===== src/rtl/fme_ctrl_pkg.sv =====
// Shared types, schedule constants and the lambda base lookup for fme_ctrl.
package fme_ctrl_pkg;

  typedef enum logic [2:0] {
    ST_IDLE,
    ST_CLR,
    ST_RUN,
    ST_DRAIN,
    ST_DONE
  } state_e;

  localparam int unsigned RUN_CYCLES = 54;
  localparam int unsigned INT_FIRST  = 1;
  localparam int unsigned INT_LAST   = 16;
  localparam int unsigned ORIG_FIRST = 5;
  localparam int unsigned ORIG_LAST  = 13;
  localparam int unsigned LAMBDA_N   = 6;

  // Offset of each lambda lane from the common base; element [0] is lane 0.
  localparam logic [LAMBDA_N-1:0][5:0] LAMBDA_OFS = {6'd41, 6'd34, 6'd27, 6'd14, 6'd7, 6'd0};
  localparam logic [5:0] LAMBDA_INIT_BASE = 6'd21;

  // Base index for the lambda lanes at a given RUN count.
  function automatic logic [5:0] lambda_base(input logic [5:0] cnt);
    logic [5:0] b;
    if (cnt <= 6'd16)      b = LAMBDA_INIT_BASE;
    else if (cnt <= 6'd26) b = 6'd3;
    else if (cnt == 6'd27) b = 6'd0;
    else if (cnt <= 6'd35) b = 6'd4;
    else if (cnt == 6'd36) b = 6'd1;
    else if (cnt <= 6'd44) b = 6'd5;
    else if (cnt == 6'd45) b = 6'd2;
    else                   b = 6'd6;
    return b;
  endfunction

endpackage


===== src/rtl/fme_ctrl_if.sv =====
// Bus between fme_ctrl (master) and its host/fme/buffer environment (slave).
interface fme_ctrl_if #(
  parameter int unsigned DATAWIDTH = 8
);
  logic                   start;
  logic [DATAWIDTH+8:0]   ime_sad;
  logic [DATAWIDTH+8:0]   fme_best_sad;
  logic [5:0]             fme_best_addr;
  logic                   fme_clear;
  logic                   fme_enable;
  logic [DATAWIDTH+8:0]   best_sad_ime;
  logic                   int_vld;
  logic [3:0]             int_col;
  logic                   orig_vld;
  logic [2:0]             orig_col;
  logic [5:0]             lambda_addr_0;
  logic [5:0]             lambda_addr_1;
  logic [5:0]             lambda_addr_2;
  logic [5:0]             lambda_addr_3;
  logic [5:0]             lambda_addr_4;
  logic [5:0]             lambda_addr_5;
  logic                   busy;
  logic                   done;
  logic [DATAWIDTH+8:0]   res_sad;
  logic [5:0]             res_addr;

  modport master (
    input  start, ime_sad, fme_best_sad, fme_best_addr,
    output fme_clear, fme_enable, best_sad_ime, int_vld, int_col, orig_vld, orig_col,
           lambda_addr_0, lambda_addr_1, lambda_addr_2, lambda_addr_3, lambda_addr_4,
           lambda_addr_5, busy, done, res_sad, res_addr
  );

  modport slave (
    output start, ime_sad, fme_best_sad, fme_best_addr,
    input  fme_clear, fme_enable, best_sad_ime, int_vld, int_col, orig_vld, orig_col,
           lambda_addr_0, lambda_addr_1, lambda_addr_2, lambda_addr_3, lambda_addr_4,
           lambda_addr_5, busy, done, res_sad, res_addr
  );
endinterface


===== src/rtl/fme_ctrl_lambda_sched.sv =====
// Maps the next RUN count to the six registered lambda*R buffer indices.
module fme_ctrl_lambda_sched
  import fme_ctrl_pkg::*;
(
  input  logic                      clk_i,
  input  logic                      rst_i,
  input  logic                      run_i,
  input  logic [5:0]                cnt_i,
  output logic [LAMBDA_N-1:0][5:0]  addr_o
);

  logic [LAMBDA_N-1:0][5:0] addr_d, addr_q;

  // Early counts read a contiguous window; later counts use base + lane offset.
  always_comb begin
    addr_d = '0;
    if (run_i) begin
      for (int unsigned i = 0; i < LAMBDA_N; i++) begin
        if (cnt_i <= 6'(INT_LAST)) addr_d[i] = LAMBDA_INIT_BASE + 6'(i);
        else                       addr_d[i] = lambda_base(cnt_i) + LAMBDA_OFS[i];
      end
    end
  end

  // Address register, cleared outside RUN.
  always_ff @(posedge clk_i or posedge rst_i) begin
    if (rst_i) addr_q <= '0;
    else       addr_q <= addr_d;
  end

  assign addr_o = addr_q;

endmodule


===== src/rtl/fme_ctrl.sv =====
// Sequencer for the fme datapath: clear, enable, buffer selects, drain, capture.
module fme_ctrl
  import fme_ctrl_pkg::*;
#(
  parameter int unsigned DATAWIDTH    = 8,
  parameter int unsigned DRAIN_CYCLES = 12
) (
  input  logic       clock,
  input  logic       reset,
  fme_ctrl_if.master bus
);

  localparam int unsigned SW = DATAWIDTH + 9;

  state_e state_q, state_d;
  logic [5:0] cnt_q, cnt_d;
  logic [3:0] drain_q, drain_d;
  logic       run_d;
  logic       capture;

  logic          fme_clear_q, fme_clear_d;
  logic          fme_enable_q, fme_enable_d;
  logic          busy_q, busy_d;
  logic          done_q, done_d;
  logic          int_vld_q, int_vld_d;
  logic [3:0]    int_col_q, int_col_d;
  logic          orig_vld_q, orig_vld_d;
  logic [2:0]    orig_col_q, orig_col_d;
  logic [SW-1:0] best_sad_ime_q, best_sad_ime_d;
  logic [SW-1:0] res_sad_q, res_sad_d;
  logic [5:0]    res_addr_q, res_addr_d;

  logic [LAMBDA_N-1:0][5:0] lambda_addr;

  // Next state, RUN count and drain count.
  always_comb begin
    state_d = state_q;
    cnt_d   = cnt_q;
    drain_d = drain_q;
    capture = 1'b0;
    unique case (state_q)
      ST_IDLE: begin
        cnt_d   = '0;
        drain_d = '0;
        if (bus.start) state_d = ST_CLR;
      end
      ST_CLR: begin
        cnt_d   = '0;
        state_d = ST_RUN;
      end
      ST_RUN: begin
        if (cnt_q == 6'(RUN_CYCLES - 1)) begin
          state_d = ST_DRAIN;
          drain_d = '0;
        end else begin
          cnt_d = cnt_q + 6'd1;
        end
      end
      ST_DRAIN: begin
        if (drain_q == 4'(DRAIN_CYCLES - 1)) begin
          state_d = ST_DONE;
          capture = 1'b1;
        end else begin
          drain_d = drain_q + 4'd1;
        end
      end
      ST_DONE: state_d = ST_IDLE;
      default: state_d = ST_IDLE;
    endcase
  end

  // Outputs are registered, so they are derived from the next state and count.
  always_comb begin
    run_d          = (state_d == ST_RUN);
    fme_clear_d    = (state_d == ST_CLR);
    fme_enable_d   = run_d;
    busy_d         = (state_d != ST_IDLE);
    done_d         = (state_d == ST_DONE);
    int_vld_d      = 1'b0;
    int_col_d      = '0;
    orig_vld_d     = 1'b0;
    orig_col_d     = orig_col_q;
    best_sad_ime_d = best_sad_ime_q;
    res_sad_d      = res_sad_q;
    res_addr_d     = res_addr_q;
    if (run_d && cnt_d >= 6'(INT_FIRST) && cnt_d <= 6'(INT_LAST)) begin
      int_vld_d = 1'b1;
      int_col_d = 4'(cnt_d - 6'd1);
    end
    // Column 0 is presented twice (counts 5 and 6) before advancing.
    if (run_d && cnt_d >= 6'(ORIG_FIRST) && cnt_d <= 6'(ORIG_LAST)) begin
      orig_vld_d = 1'b1;
      orig_col_d = (cnt_d < 6'd6) ? 3'd0 : 3'(cnt_d - 6'd6);
    end
    if (state_q == ST_IDLE && bus.start) best_sad_ime_d = bus.ime_sad;
    if (capture) begin
      res_sad_d  = bus.fme_best_sad;
      res_addr_d = bus.fme_best_addr;
    end
  end

  // FSM state and counters.
  always_ff @(posedge clock or posedge reset) begin
    if (reset) begin
      state_q <= ST_IDLE;
      cnt_q   <= '0;
      drain_q <= '0;
    end else begin
      state_q <= state_d;
      cnt_q   <= cnt_d;
      drain_q <= drain_d;
    end
  end

  // Output registers.
  always_ff @(posedge clock or posedge reset) begin
    if (reset) begin
      fme_clear_q    <= 1'b0;
      fme_enable_q   <= 1'b0;
      busy_q         <= 1'b0;
      done_q         <= 1'b0;
      int_vld_q      <= 1'b0;
      int_col_q      <= '0;
      orig_vld_q     <= 1'b0;
      orig_col_q     <= '0;
      best_sad_ime_q <= '1;
      res_sad_q      <= '0;
      res_addr_q     <= '0;
    end else begin
      fme_clear_q    <= fme_clear_d;
      fme_enable_q   <= fme_enable_d;
      busy_q         <= busy_d;
      done_q         <= done_d;
      int_vld_q      <= int_vld_d;
      int_col_q      <= int_col_d;
      orig_vld_q     <= orig_vld_d;
      orig_col_q     <= orig_col_d;
      best_sad_ime_q <= best_sad_ime_d;
      res_sad_q      <= res_sad_d;
      res_addr_q     <= res_addr_d;
    end
  end

  fme_ctrl_lambda_sched u_lambda (
    .clk_i  (clock),
    .rst_i  (reset),
    .run_i  (run_d),
    .cnt_i  (cnt_d),
    .addr_o (lambda_addr)
  );

  assign bus.fme_clear     = fme_clear_q;
  assign bus.fme_enable    = fme_enable_q;
  assign bus.busy          = busy_q;
  assign bus.done          = done_q;
  assign bus.int_vld       = int_vld_q;
  assign bus.int_col       = int_col_q;
  assign bus.orig_vld      = orig_vld_q;
  assign bus.orig_col      = orig_col_q;
  assign bus.best_sad_ime  = best_sad_ime_q;
  assign bus.res_sad       = res_sad_q;
  assign bus.res_addr      = res_addr_q;
  assign bus.lambda_addr_0 = lambda_addr[0];
  assign bus.lambda_addr_1 = lambda_addr[1];
  assign bus.lambda_addr_2 = lambda_addr[2];
  assign bus.lambda_addr_3 = lambda_addr[3];
  assign bus.lambda_addr_4 = lambda_addr[4];
  assign bus.lambda_addr_5 = lambda_addr[5];

endmodule


===== src/flat_wrapper.sv =====
// flat-port wrapper written by rule: the top's interface ports become plain ports
module fme_ctrl_flat import fme_ctrl_pkg::*;
#(
  parameter int unsigned DATAWIDTH    = 8,
  parameter int unsigned DRAIN_CYCLES = 12
)
  (clock, reset, bus_start, bus_ime_sad, bus_fme_best_sad, bus_fme_best_addr, bus_fme_clear, bus_fme_enable, bus_best_sad_ime, bus_int_vld, bus_int_col, bus_orig_vld, bus_orig_col, bus_lambda_addr_0, bus_lambda_addr_1, bus_lambda_addr_2, bus_lambda_addr_3, bus_lambda_addr_4, bus_lambda_addr_5, bus_busy, bus_done, bus_res_sad, bus_res_addr);
  fme_ctrl_if #(.DATAWIDTH(DATAWIDTH)) bus_i ();
  input  logic clock;
  input  logic reset;
  input wire logic [$bits(bus_i.start)-1:0] bus_start;
  input wire logic [$bits(bus_i.ime_sad)-1:0] bus_ime_sad;
  input wire logic [$bits(bus_i.fme_best_sad)-1:0] bus_fme_best_sad;
  input wire logic [$bits(bus_i.fme_best_addr)-1:0] bus_fme_best_addr;
  output wire logic [$bits(bus_i.fme_clear)-1:0] bus_fme_clear;
  output wire logic [$bits(bus_i.fme_enable)-1:0] bus_fme_enable;
  output wire logic [$bits(bus_i.best_sad_ime)-1:0] bus_best_sad_ime;
  output wire logic [$bits(bus_i.int_vld)-1:0] bus_int_vld;
  output wire logic [$bits(bus_i.int_col)-1:0] bus_int_col;
  output wire logic [$bits(bus_i.orig_vld)-1:0] bus_orig_vld;
  output wire logic [$bits(bus_i.orig_col)-1:0] bus_orig_col;
  output wire logic [$bits(bus_i.lambda_addr_0)-1:0] bus_lambda_addr_0;
  output wire logic [$bits(bus_i.lambda_addr_1)-1:0] bus_lambda_addr_1;
  output wire logic [$bits(bus_i.lambda_addr_2)-1:0] bus_lambda_addr_2;
  output wire logic [$bits(bus_i.lambda_addr_3)-1:0] bus_lambda_addr_3;
  output wire logic [$bits(bus_i.lambda_addr_4)-1:0] bus_lambda_addr_4;
  output wire logic [$bits(bus_i.lambda_addr_5)-1:0] bus_lambda_addr_5;
  output wire logic [$bits(bus_i.busy)-1:0] bus_busy;
  output wire logic [$bits(bus_i.done)-1:0] bus_done;
  output wire logic [$bits(bus_i.res_sad)-1:0] bus_res_sad;
  output wire logic [$bits(bus_i.res_addr)-1:0] bus_res_addr;
  assign bus_i.start = bus_start;
  assign bus_i.ime_sad = bus_ime_sad;
  assign bus_i.fme_best_sad = bus_fme_best_sad;
  assign bus_i.fme_best_addr = bus_fme_best_addr;
  assign bus_fme_clear = bus_i.fme_clear;
  assign bus_fme_enable = bus_i.fme_enable;
  assign bus_best_sad_ime = bus_i.best_sad_ime;
  assign bus_int_vld = bus_i.int_vld;
  assign bus_int_col = bus_i.int_col;
  assign bus_orig_vld = bus_i.orig_vld;
  assign bus_orig_col = bus_i.orig_col;
  assign bus_lambda_addr_0 = bus_i.lambda_addr_0;
  assign bus_lambda_addr_1 = bus_i.lambda_addr_1;
  assign bus_lambda_addr_2 = bus_i.lambda_addr_2;
  assign bus_lambda_addr_3 = bus_i.lambda_addr_3;
  assign bus_lambda_addr_4 = bus_i.lambda_addr_4;
  assign bus_lambda_addr_5 = bus_i.lambda_addr_5;
  assign bus_busy = bus_i.busy;
  assign bus_done = bus_i.done;
  assign bus_res_sad = bus_i.res_sad;
  assign bus_res_addr = bus_i.res_addr;
  fme_ctrl #(.DATAWIDTH(DATAWIDTH), .DRAIN_CYCLES(DRAIN_CYCLES)) u_core (.clock(clock), .reset(reset), .bus(bus_i));
endmodule

===== config.mk =====
export PLATFORM = sky130hd
export DESIGN_NAME = fme_ctrl_flat
export DESIGN_NICKNAME = d
export VERILOG_FILES = /design/src/rtl/fme_ctrl_pkg.sv /design/src/rtl/fme_ctrl_if.sv /design/src/rtl/fme_ctrl_lambda_sched.sv /design/src/rtl/fme_ctrl.sv /design/src/flat_wrapper.sv
export SDC_FILE = /design/constraint.sdc
export NUM_CORES = 1
export LEC_CHECK = 0
export ABC_AREA = 0
export ABC_CLOCK_PERIOD_IN_PS = 5110
export CAP_MARGIN = 20
export CORE_MARGIN = 2
export CORE_UTILIZATION = 30
export DETAILED_ROUTE_END_ITERATION = 8
export DONT_BUFFER_PORTS = 1
export GPL_TIMING_DRIVEN = 0
export PLACE_DENSITY_LB_ADDON = 0.2
export SLEW_MARGIN = 20
export SYNTH_ARGS = -nofsm -noshare
export SYNTH_HDL_FRONTEND = slang
export SYNTH_SLANG_ARGS = --single-unit

===== constraint.sdc =====
create_clock -name clock -period 5.11 [get_ports clock]
set_clock_uncertainty 0.2 [all_clocks]
set_input_delay 1.022 -clock clock [delete_from_list [all_inputs] [get_ports clock]]
set_output_delay 1.022 -clock clock [all_outputs]
set_load 0.02 [all_outputs]

==> Yosys cells after proc, flatten, opt, wreduce, memory -nomap -nowiden <==
Cells that the tools add are included.
{ "totals": {"regBits": 102, "latchBits": 0, "mem_bits_rw": 0, "mem_bits_ro": 0, "input_bits": 43, "output_inout_bits": 89, "word_cells": 90, "n_memories": 0} }
{ "op_classes": {"add_sub_neg": 9, "mul": 0, "div_mod_pow": 0, "n_lt_le_gt_ge": 8, "n_eq_ne": 13, "shifts": 0, "n_mux": 30, "bitwise": 0, "n_reduce_logical": 10} }
{ "ops": {"columns": ["cell", "count"], "rows": [
  ["6-bit two-way mux", 14],
  ["36-bit two-way mux", 1],
  ["6-bit equality test, second input constant", 3],
  ["3-bit two-way mux", 5],
  ["6-bit adder, second input constant", 2],
  ["6-bit by 5-bit <= comparator with 1-bit output, second input constant", 2],
  ["6-bit <= comparator, second input constant", 2],
  ["4-bit two-way mux", 3],
  ["3-bit one-hot mux with 4 select lines", 1],
  ["4-bit one-hot mux with 3 select lines", 1],
  ["6-bit one-hot mux with 2 select lines", 1],
  ["3-bit by 2-bit equality test with 1-bit output, second input constant", 3],
  ["6-bit by 1-bit adder with 6-bit output, second input constant", 1],
  ["6-bit by 3-bit adder with 6-bit output, second input constant", 1],
  ["6-bit by 4-bit adder with 6-bit output, second input constant", 1],
  ["6-bit by 5-bit adder with 6-bit output, second input constant", 1],
  ["3-bit by 1-bit equality test with 1-bit output, second input constant", 2],
  ["6-bit by 5-bit equality test with 1-bit output, second input constant", 1],
  ["6-bit by 1-bit >= comparator with 1-bit output, second input constant", 1],
  ["6-bit by 3-bit >= comparator with 1-bit output, second input constant", 1],
  ["6-bit by 4-bit <= comparator with 1-bit output, second input constant", 1],
  ["6-bit by 3-bit < comparator with 1-bit output, second input constant", 1],
  ["3-bit nonzero test", 2],
  ["1-bit logical AND", 5],
  ["11 further kinds", 14]
]} }

==> Depth between registers and ports, before layout <==
Gate-level depths: netlist (run 1).
{ "depth": {"ltp_word": 15, "depth_mapped": 15, "ltp_nobuf": 15} }

==> Modules after synthesis <==
A second synthesis (run 1) with hierarchy kept.
{ "hier_totals": {"hier_cells": 340, "hier_area_um2": 4136.5} }
{ "modules_own_cells": {"columns": ["mod", "n_inst", "cells_each", "area_per_inst_um2", "seq_area_each_um2"], "rows": [
  ["fme_ctrl", 1, 231, 2951.6, 1672.9],
  ["fme_ctrl_lambda_sched", 1, 109, 1184.9, 625.6]
]} }

==> Worst setup path after synthesis (run 1) <==
Ideal clock, no wire load.
{ "synth_path": {"path_type": "flip-flop to flip-flop", "from": "reg u_core.state_q[0]", "to": "reg u_core.u_lambda.addr_q (netlist bit u_core.u_lambda.addr_o[21])", "setup_time_ns": 0.064, "arrival_time_ns": 3.458, "setup_slack_ns": 1.388, "stages_incl_launch_ff": 15, "n_path_buf": 1, "synth_period_minus_slack_ns": 3.722, "path_cell_list": "dfrtp_1 -> buf_6 -> or3b_4 -> o31a_1 -> mux2_4 -> inv_1 -> ha_1 -> or3b_2 -> a2111oi_2 -> a21oi_1 -> ha_1 -> inv_1 -> nand3_1 -> a31oi_1 -> or3_1"} }
{ "synth_lines": {"columns": ["item", "line_no", "text"], "rows": [
  ["start, declared", "fme_ctrl.sv:15", "state_e state_q, state_d;"],
  ["start signal, assigned", "fme_ctrl.sv:109", "state_q <= state_d;"],
  ["end signal, assigned", "fme_ctrl_lambda_sched.sv:28", "else addr_q <= addr_d;"],
  ["end, declared", "fme_ctrl_lambda_sched.sv:12", "logic [LAMBDA_N-1:0][5:0] addr_d, addr_q;"]
]} }

==> results of run 1 <==
-- cell type report --
| class | count | area share, % |
|---|---|---|
| Clock buffer | 12 | 5.326 |
| Buffer | 27 | 3.298 |
| Multi-Input combinational cell | 239 | 32.79 |
| Inverter | 23 | 1.974 |
| Sequential cell | 91 | 49.66 |
| Clock inverter | 4 | 1.595 |
| Timing Repair Buffer | 1 | 0.5948 |
| Tap cell | 176 | 4.758 |
-- power by group through the flow --
| stage | logic (mW) | registers (mW) | clock network (mW) |
|---|---|---|---|
| after global routing | 0.0329 | 0.747 | 0.773 |
| final | 0.0287 | 0.746 | 0.718 |
| after detailed placement | 0.0303 | 0.760 | 0 |
| after floorplan | 0.0218 | 0.758 | 0 |
| after CTS | 0.0302 | 0.747 | 0.741 |
| after global placement | 0.0262 | 0.760 | 0 |
-- sequential cells by signal, summed over array words and instances (netlist names), 3 cells and up --
| name | count |
|---|---|
| u_core.bus.res_addr | 6 |
| u_core.bus.int_col | 4 |
| u_core.cnt_q | 6 |
| u_core.bus.res_sad | 17 |
| u_core.state_q | 3 |
| u_core.bus.orig_col | 3 |
| u_core.drain_q | 4 |
| u_core.bus.best_sad_ime | 17 |
| u_core.u_lambda.addr_o | 25 |
-- per-stage QoR --
stage / hold WS, ns / utilization (%) / instance area [um2] / worst slack [ns] / power, mW
3_3_place_gp: 0.2686 / 32.41 / 4275 / 0.5109 / 0.7858
3_5_place_dp: 0.2797 / 32.66 / 4308 / 0.9132 / 0.7899
2_1_floorplan: 0.2451 / - / 4055 / 1.388 / 0.7799
4_1_cts: 0.2892 / 35.09 / 4628 / 0.9146 / 1.518
6_report: 0.2867 / 35.09 / 4628 / 0.9235 / 1.494
5_1_grt: 0.3182 / 35.09 / 4628 / 0.6356 / 1.553
-- Yosys cell counts, drive strengths merged, types with 2 or more instances --
cell | instances | area, um2
a2111oi | 2 | 23.77
a211oi | 2 | 15.01
a21o | 3 | 22.52
a21oi | 16 | 80.08
a31oi | 5 | 37.53
a41oi | 2 | 17.52
and3 | 6 | 37.54
buf | 15 | 106.4
clkbuf | 12 | 46.29
dfrtp | 74 | 1852
dfstp | 17 | 446.7
ha | 16 | 200.2
inv | 23 | 86.33
mux2 | 19 | 217.7
mux2i | 2 | 20.02
nand2 | 82 | 307.8
nand2b | 2 | 12.51
nand3 | 6 | 30.03
nor2 | 18 | 67.56
nor2b | 3 | 18.77
nor3 | 4 | 25.02
nor3b | 3 | 27.52
nor4b | 2 | 17.52
o2111ai | 2 | 23.77
o21a | 2 | 15.01
o21ai | 11 | 55.05
o21bai | 4 | 30.03
or2 | 2 | 12.51
or3 | 2 | 12.51
or3b | 3 | 28.78
-- worst paths after layout --
check | cells after the start | from | to
min in group asynchronous | 1 | reset | u_core.u_lambda.addr_o[30]
worst max-delay path | 15 | u_core.cnt_q[1] | u_core.u_lambda.addr_o[21]
worst min-delay path | 1 | u_core.drain_q[3] | u_core.drain_q[3]
worst min register to register | 1 | u_core.drain_q[3] | u_core.drain_q[3]
worst max register to register | 15 | u_core.cnt_q[1] | u_core.u_lambda.addr_o[21]
max in group asynchronous | 2 | reset | u_core.bus.best_sad_ime[14]
-- critical path, stage by stage, from the launching register on --
cell,delay [ns]
dfrtp_1,0.41
inv_1,0.11
ha_1,0.17
nand4_1,0.20
o21ai_0,0.45
o22a_1,0.33
inv_1,0.12
ha_1,0.21
a2111o_1,0.43
a21o_1,0.22
a21oi_1,0.35
ha_1,0.27
inv_1,0.10
nand3_1,0.08
a31oi_1,0.04
or3_1,0.36
-- logic make-up (layout without fill, tap and decap cells) --
kind of cell	count (synthesis)	after routing	share of synthesized area (%)
simple gates	136	136	15.35
flops	91	91	56.84
compound gates	60	60	10.55
buf+inv	50	67	5.909
mux	21	21	5.879
fa+ha+maj	16	16	4.950
xor+xnor	2	2	0.4332
other cells	1	4	0.09273
-- metal layers --
layer | share of wire (%) | track usage, % | vias to the layer above
li1 | - | - | 1281
met1 | 44 | 17.24 | 1302
met5 | 0 | 0 | -
met3 | 5.9 | 3.945 | 11
met2 | 48 | 19.53 | 85
met4 | 1.9 | 5.735 | 0
==> results.cfg, run 1 <==
[clocking]
holdBufCountCts = 0
clock_latency_ns = 0.34
clkTransAtPathRegs_ns = 0.07
htree_levels = 3
ctsResizeCount = 0
root_buffer = clkbuf_16
cts_buffers = 9
post-cts-setup-buffers = 0
cts_tree = yes
clock-sinks = 91
clockBufferDepth = 2

[floorplanning]
row_count = 42
die_x_um = 120.1
die_y_um = 120.1
die_area_um2 = 14420
pin_count = 132
core_um2 = 13190
start_util_pct = 30.66

[power_and_ir_drop]
p_sw_share_pct = 20.63
p_leak_nw = 2.090
power.share.combinational_pct = 1.9
netSwitchingPower_mw = 0.3081
p_int_mw = 1.186
pwr-share-clk_pct = 48.1
peakVddDrop_uv = 155.5
powerDensity_nw_per_um2 = 322.7
seqPwrFrac_pct = 50.0

[detailed_routing]
drtAntennaViolNets = 0
drc = 0
drt-pass1-iter-count = 4
wl_per_cell_um = 15.78
wl_um = 9041
vias_per_cell = 4.675
drtIter0Drc = 110
vias = 2679

[layout]
layout.nets = 451
fill_cells = 1291
layout_common_cells = nand2_1 (82), dfrtp_1 (74), inv_1 (21)
multi_input_area_um2 = 1518
diodes = 0
stdcell_count = 573
drive_gt1_share_pct = 20.40
regArea_um2 = 2298
final_common_cell = nand2_1
area_growth_pct = 14.45

[place]
place_inst = 557
gp_congestion = 0.8044
dp_hpwl_um = 6458
port_buffers = 0

[synth]
yosysWarnings = 0
syn-instance-count = 377
ys_ff_latch = 91
synth_edf_count = 0
netlist_area_um2 = 4044
syn_avg_cell_area_um2 = 10.73
postSynth.asyncResetShare_pct = 100.0
ys_seq_area_share_pct = 56.84
yosysUniqueCellTypes = 59
synth_flop_cell = dfrtp_1

[sta]
fin_crit_ns = 4.187
worstMarginPinSlew_ns = 0.7796
post-route-period-util_pct = 81.93
relSlewSlack_pct = 47.75
slew_violations = 0
hold_violations = 0
setup_viol = 0
rsz0062_at_grt = no
max_clock_freq_mhz = 238.9
fin_tns_setup_ns = 0

[global_route]
grt_util_all_layers_pct = 12.99
grt_max_degree = 52
grt_overflow = 0
grt_pass1_wl_um = 14520
grt_pass1_vias = 2722
antenna_found_initial = 0

[critical_path]
startpoint_type = register
worstSetupPathType = reg2reg
path_max_fanout = 6
cp.arrival_ns = 4.20
crit_required_ns = 5.13
cp-end-kind = register
r2r_slack_ns = 0.92

[outcome]
status = complete, no violations

[flow_run]
maxCapViolations = 0

[worst_hold_path]
hold_class = reg2reg
Note: power is estimated with default switching activity, not from simulation.
==> inputs of run 2 (changes only) <==
--- a/config.mk
+++ b/config.mk
@@ -6,7 +6,7 @@
 export NUM_CORES = 1
 export LEC_CHECK = 0
 export ABC_AREA = 0
-export ABC_CLOCK_PERIOD_IN_PS = 5110
+export ABC_CLOCK_PERIOD_IN_PS = 3800
 export CAP_MARGIN = 20
 export CORE_MARGIN = 2
 export CORE_UTILIZATION = 30
==> constraint.sdc (replaced) <==
create_clock -name clock -period 3.8 [get_ports clock]
set_clock_uncertainty 0.2 [all_clocks]
set_input_delay 0.76 -clock clock [delete_from_list [all_inputs] [get_ports clock]]
set_output_delay 0.76 -clock clock [all_outputs]
set_load 0.02 [all_outputs]
==> run 2 against run 1 <==
Effect of this change:
- worst hold slack got worse by 0.21 ns
- clock-buffer cell count is the same
- sequential cell count stayed put
- utilization increased by 1.6 points
- largest cell class unchanged
- highest routed layer unchanged
==> results.cfg, run 2 (synthesis results as in run 1) <==
[detailed_routing]
drtAntennaViolNets = 0
vias = 2755
drtIter0Drc = 112
drt-pass1-iter-count = 4
drc = 0
vias_per_cell = 4.709
wl_per_cell_um = 16.01
wl_um = 9365

[power_and_ir_drop]
pwr-share-clk_pct = 48.1
peakVddDrop_uv = 207.8
power.share.combinational_pct = 1.9
netSwitchingPower_mw = 0.4124
p_sw_share_pct = 20.55
powerDensity_nw_per_um2 = 414.2
p_leak_nw = 2.170
seqPwrFrac_pct = 50.0
p_int_mw = 1.594
finalPower_mw = 2.007

[sta]
slew_violations = 0
max_clock_freq_mhz = 270.8
fin_tns_setup_ns = 0
setup_viol = 0
fin_crit_ns = 3.693
worstMarginPinSlew_ns = 0.6424
hold_violations = 0
relSlewSlack_pct = 56.57
post-route-period-util_pct = 97.19

[global_route]
grt_pass1_wl_um = 14730
grt_overflow = 0
antenna_found_initial = 0
grt_pass1_vias = 2756
grt_util_all_layers_pct = 13.19
grt_max_degree = 52

[critical_path]
cp.arrival_ns = 3.71
worstSetupPathType = reg2reg
startpoint_type = register
crit_required_ns = 3.82
path_max_fanout = 5
cp-end-kind = register

[floorplanning]
start_util_pct = 30.66
die_y_um = 120.1
pin_count = 132
core_um2 = 13190
die_area_um2 = 14420
row_count = 42
die_x_um = 120.1

[clocking]
clock-sinks = 91
cts_buffers = 9
clockBufferDepth = 2
root_buffer = clkbuf_16
cts_tree = yes
clkTransAtPathRegs_ns = 0.06
clock_latency_ns = 0.34
htree_levels = 3

[worst_hold_path]
hold_class = in2async

[outcome]
status = complete, no violations

[place]
port_buffers = 0
gp_congestion = 0.8044
dp_hpwl_um = 6458

[layout]
final_common_cell = nand2_1
layout.nets = 463
area_growth_pct = 19.80
diodes = 0
layout_common_cells = nand2_1 (82), dfrtp_1 (74), buf_4 (23)
largest_reg_flops = 25
drive_gt1_share_pct = 25.67
fill_cells = 1282

[flow_run]
maxCapViolations = 0
run 2: cell count changes in the layout (fill, tap and decap cells not counted), moves of 2 or more:
cell	delta
o21ai_0	-2
nor3_4	+2
ha_4	+2
a21oi_1	-3
a21oi_2	+2
buf_4	+12
ha_1	-3
run 2: repair_timing:
item | CTS | global route
hold buffers | 0 | 0
endpoints found under the setup margin | 11 | 11
setup buffers | 2 | 10
gates cloned | 0 | 0
gates resized for setup | 12 | 14
pin swaps | 3 | 6
run 2: final cells by class:
cell class | instances | area [um2] | area share [%]
plain buffers | 27 | 152.6 | 3.151
clock buffers | 12 | 246.5 | 5.088
clock inverters | 4 | 73.82 | 1.524
inverters | 23 | 96.34 | 1.989
multi-input cells | 239 | 1639 | 33.83
flip-flops and latches | 91 | 2298 | 47.44
well taps | 176 | 220.2 | 4.545
repair buffers | 13 | 117.6 | 2.428
run 2: critical path, stage by stage (launching register included):
cell      delay [ns]
dfrtp_1         0.41
inv_1           0.11
ha_1            0.18
nand4_1         0.16
buf_4           0.20
o21ai_4         0.17
o22a_4          0.21
inv_1           0.09
ha_1            0.20
a2111o_1        0.44
a21o_1          0.21
a21oi_4         0.19
ha_2            0.23
inv_1           0.08
nand3_1         0.08
a31oi_1         0.04
or3_1           0.36
run 2: metal layers:
| metal | wire (um) | GRT usage [%] | vias up |
|---|---|---|---|
| met1 | 4133 | 17.42 | 1348 |
| met4 | 168 | 5.735 | 0 |
| li1 | - | - | 1309 |
| met5 | 0 | 0 | - |
| met3 | 510 | 3.945 | 12 |
| met2 | 4553 | 19.99 | 86 |
run 2: power groups by stage:
stage | registers, mW | logic, mW | clock network [mW]
after global routing | 1.00 | 0.0442 | 1.04
final | 1.00 | 0.0386 | 0.964
after floorplan | 1.02 | 0.0293 | 0
after global placement | 1.02 | 0.0352 | 0
after CTS | 1.00 | 0.0406 | 0.997
after detailed placement | 1.02 | 0.0408 | 0
run 2: final timing paths:
path,start,end,slack [ns],cells past startpoint
max in group asynchronous,reset,u_core.bus.best_sad_ime[14],2.69,2
max,u_core.cnt_q[1],u_core.u_lambda.addr_o[21],0.11,16
min in group clock,u_core.drain_q[3],u_core.drain_q[3],0.29,1
min,reset,u_core.u_lambda.addr_o[30],0.07,1
max reg2reg,u_core.cnt_q[1],u_core.u_lambda.addr_o[21],0.11,16
min reg2reg,u_core.drain_q[3],u_core.drain_q[3],0.29,1
run 2: stage by stage:
step                      cell area, um2  hold slack, ns  std cells  util (%)  worst slack, ns
final                               4845         0.07362        585     36.73           0.1066
after global routing                4845         0.09421        585     36.73         -0.05199
after CTS                           4690         0.07766        575     35.55         0.002695
after detailed placement            4308          0.2797        557     32.66          -0.3968
after global placement              4275          0.2686        556     32.41          -0.5371
after floorplan                     4055          0.2451        380         -          0.07758
==> RTL edit 1, RTL diff (settings of run 1) <==
Reset style: synchronous (`reset` and `rst_i`), changed in 3 clocked blocks.
--- a/src/rtl/fme_ctrl_lambda_sched.sv
+++ b/src/rtl/fme_ctrl_lambda_sched.sv
@@ -24,5 +24,5 @@
 
   // Address register, cleared outside RUN.
-  always_ff @(posedge clk_i or posedge rst_i) begin
+  always_ff @(posedge clk_i) begin
     if (rst_i) addr_q <= '0;
     else       addr_q <= addr_d;
--- a/src/rtl/fme_ctrl.sv
+++ b/src/rtl/fme_ctrl.sv
@@ -101,5 +101,5 @@
 
   // FSM state and counters.
-  always_ff @(posedge clock or posedge reset) begin
+  always_ff @(posedge clock) begin
     if (reset) begin
       state_q <= ST_IDLE;
@@ -114,5 +114,5 @@
 
   // Output registers.
-  always_ff @(posedge clock or posedge reset) begin
+  always_ff @(posedge clock) begin
     if (reset) begin
       fme_clear_q    <= 1'b0;
Behaviour: differs if reset is asserted again (counterexample within 4 cycles, from zero or initial values and one cycle with reset high); with reset held inactive, the same outputs for 10 cycles.
==> RTL edit 1 against run 1 <==
Via count rose by 8.2%; hold slack improved by 0.0090 ns; design area fell by 6.8%; maximum frequency fell by 0.55%; largest cell class unchanged; wire length rose by 1.3%; area after synthesis fell by 6.6%; cell count rose by 6.1%; worst setup slack got worse by 0.023 ns; sequential cell count did not move.
Power is not compared: it rests on default switching activity, and its combinational part moved more than twofold at a synthesized area within 25%.
==> RTL edit 1: results (changes against run 1) <==
Crit path largest cell delay 0.66 ns (+0.21 ns); leading register cell type out of synthesis dfxtp_1; Reg2Reg Capture Point u_core.u_lambda.addr_o[20]$_SDFF_PP0_; Tcrit/Tclk final 0.824 (+0.00454); hold path startpoint u_core.drain_q[1]$_SDFFE_PP0P_; Post-CTS Setup Bufs 0 (unchanged); area inside the core boundary 12200 µm² (-7.8%); Fillers 1277 (-1.1%); Post-Synth XOR/XNOR Area 0.0116 (+0.00726); global-route total usage across every layer 0.140 (+0.00972); pin count of the biggest net entering global routing 16 (-69%); number of instances in the synthesized netlist 421 (+12%); pre-CTS worst setup slack 0.914 ns (+0.000392 ns); critical path's slowest cell a211oi_2; number of search-and-repair iterations in the first detailed-routing pass 4 (unchanged); Synth Area in Adders 0.0629 (+0.0134); origin of the worst setup path u_core.cnt_q[1]$_SDFF_PP0_; total wirelength of the detailed-routed design 9160 µm (+1.3%); multiplexer fraction of the synthesized cell area 0.00563 (-0.0532); worst-case register-to-register setup slack 0.90 ns (-0.02 ns); drt wl/cell 15.1 µm (-4.5%); crit path max fanout 9 (+3); commonest cells in the synthesized netlist 91 x dfxtp_1, 59 x nand2_1, 41 x a21oi_1; share of flip-flops with an asynchronous set or reset 0 (-1.00); Port-buffer cells 0 (unchanged); Root Buffer clkbuf_16; cell total after placement 592 (+6.3%); Max VDD drop between 0.2 and 0.3 mV; sequential fraction of the synthesis area 0.482 (-0.0863); Detail Placement HPWL 6820 µm (+5.6%); power in combinational cells 0.000109 W; destination of the worst hold path u_core.drain_q[1]$_SDFFE_PP0P_; utilization of the core after routing 0.355 (+0.00395); net count reported at finish 497 (+10%); CTS H-tree depth 3 (unchanged); share of cells above drive strength 1 0.0886 (-0.115); number of DRC violations after detailed-routing iteration 0 154 (+40%); status completed; complex-gate fraction of the synthesized area 0.179 (+0.0736); hold slack 0.296 ns (+0.00898 ns); top area cells in the synthesized netlist dfxtp_1 48%, ha_1 6.3%, nand2_1 5.9%; first-pass GRT wire length 14300 µm (-1.7%); number of distinct library cells after synthesis 51 (-14%); number of global-route vias before repair 2743 (+0.77%); R2R depth 13 (-2); endpoint arrival time on the critical path 4.25 ns (+0.05 ns); number of cells on the worst hold path 2 (+1); remaining max-slew budget at the tightest pin 0.452 (-0.0259); RePlAce Congestion 0.848 (+5.4%); instance area at placement 4010 µm² (-6.9%); Leakage Power 1.69 nW; vias post-DR 2899 (+8.2%)
-- RTL edit 1: cell count changes after synthesis, sizes merged, moves of 5 or more --
cell | run 1 | this run
clkbuf | 12 | 21
a21oi | 16 | 41
nand2 | 82 | 59
dfrtp | 74 | 0
dfxtp | 0 | 91
mux2 | 19 | 1
a211o | 0 | 17
inv | 23 | 15
nor2b | 3 | 20
o21a | 2 | 7
dfstp | 17 | 0
nor2 | 18 | 31
-- RTL edit 1: per-layer routing --
metal | share of wire | up-vias | global-route usage
li1 | - | 1446 | -
met1 | 0.43 | 1333 | 0.168
met2 | 0.45 | 109 | 0.211
met3 | 0.11 | 11 | 0.0716
met4 | 0.017 | 0 | 0.0579
met5 | 0 | - | 0
-- RTL edit 1: area by class of cell --
cell class | instances | area share
inverter | 16 | 0.0139
tap | 168 | 0.0487
buffer | 34 | 0.0397
sequential | 91 | 0.422
clock buffer | 10 | 0.0554
clock inverter | 6 | 0.0151
multi-input combinational | 283 | 0.405
==> RTL edit 2, RTL diff (settings of run 1) <==
Made on the original files. Set the package constant `LAMBDA_N` to 7 (it was 6).
--- a/src/rtl/fme_ctrl_pkg.sv
+++ b/src/rtl/fme_ctrl_pkg.sv
@@ -15,5 +15,5 @@
   localparam int unsigned ORIG_FIRST = 5;
   localparam int unsigned ORIG_LAST  = 13;
-  localparam int unsigned LAMBDA_N   = 6;
+  localparam int unsigned LAMBDA_N   = 7;
 
   // Offset of each lambda lane from the common base; element [0] is lane 0.
Behaviour: unchanged (Yosys induction, for registers that start in step).
==> RTL edit 2 against run 1 <==
Cell count fell by 8.9%; worst setup slack improved by 0.21 ns; area after synthesis fell by 0.68%; sequential share of layout area rose by 0.49 points; sequential cell count did not move; design area fell by 0.97%; first-iteration DRC count fell by 20%; wire length fell by 12%; highest routed layer unchanged.
Power is not compared: it rests on default switching activity, and its combinational part moved more than twofold at a synthesized area within 25%.
==> RTL edit 2: results (changes against run 1) <==
status completed; utilization of the core after routing 0.349 (-0.00203); number of distinct library cells after synthesis 53 (-10%); Synth Area in Adders 0.0498 (+0.000339); RePlAce Congestion 0.813 (+1.0%); global-route total usage across every layer 0.119 (-0.0108); total routed wire length on the met1 layer 3470 µm (-13%); count of clock buffers in the final design 10 (-2); total met2 wirelength after detailed routing 3660 µm (-16%); drt wl/cell 15.3 µm (-3.3%); Detail Placement HPWL 5830 µm (-9.8%); share of cells above drive strength 1 0.283 (+0.0792); sequential fraction of the synthesis area 0.572 (+0.00390); complex-gate fraction of the synthesized area 0.0978 (-0.00769); remaining max-slew budget at the tightest pin 0.366 (-0.111); sum of met3 wire segment lengths after detailed routing 613 µm (+16%); instance area at placement 4280 µm² (-0.64%); crit path max fanout 10 (+4); pre-CTS worst setup slack 1.17 ns (+0.257 ns); pin count of the biggest net entering global routing 55 (+5.8%); GR met1 Demand/Resource 0.146 (-0.0260); multiplexer fraction of the synthesized cell area 0.122 (+0.0636); commonest cells in the synthesized netlist 74 x dfrtp_1, 41 x mux2_2, 21 x inv_1; Crit path largest cell delay 0.63 ns (+0.18 ns); met3 Use GR 0.0404 (+0.000951)
## RTL edit 2: cell types whose count changed in the layout (fill, tap and decap cells not counted), moves of 3 or more
cell and delta:
o21bai_1 -3, nand2_1 -67, clkbuf_1 -5, mux2_2 +23
## RTL edit 2: worst paths after layout
path | startpoint | end | slack (ns) | cells after the start
min in group asynchronous | reset | u_core.bus.res_sad[9]$_DFFE_PP0P_ | 0.32 | 1
worst max register to register | u_core.state_q[2]$_DFF_PP0_ | u_core.u_lambda.addr_o[20]$_DFF_PP0_ | 1.13 | 15
worst min register to register | u_core.drain_q[3]$_DFFE_PP0P_ | u_core.drain_q[3]$_DFFE_PP0P_ | 0.29 | 1
worst max-delay path | u_core.state_q[2]$_DFF_PP0_ | u_core.u_lambda.addr_o[20]$_DFF_PP0_ | 1.13 | 15
worst min-delay path | u_core.drain_q[3]$_DFFE_PP0P_ | u_core.drain_q[3]$_DFFE_PP0P_ | 0.29 | 1
max in group asynchronous | reset | u_core.bus.best_sad_ime[1]$_DFFE_PP1P_ | 3.76 | 2
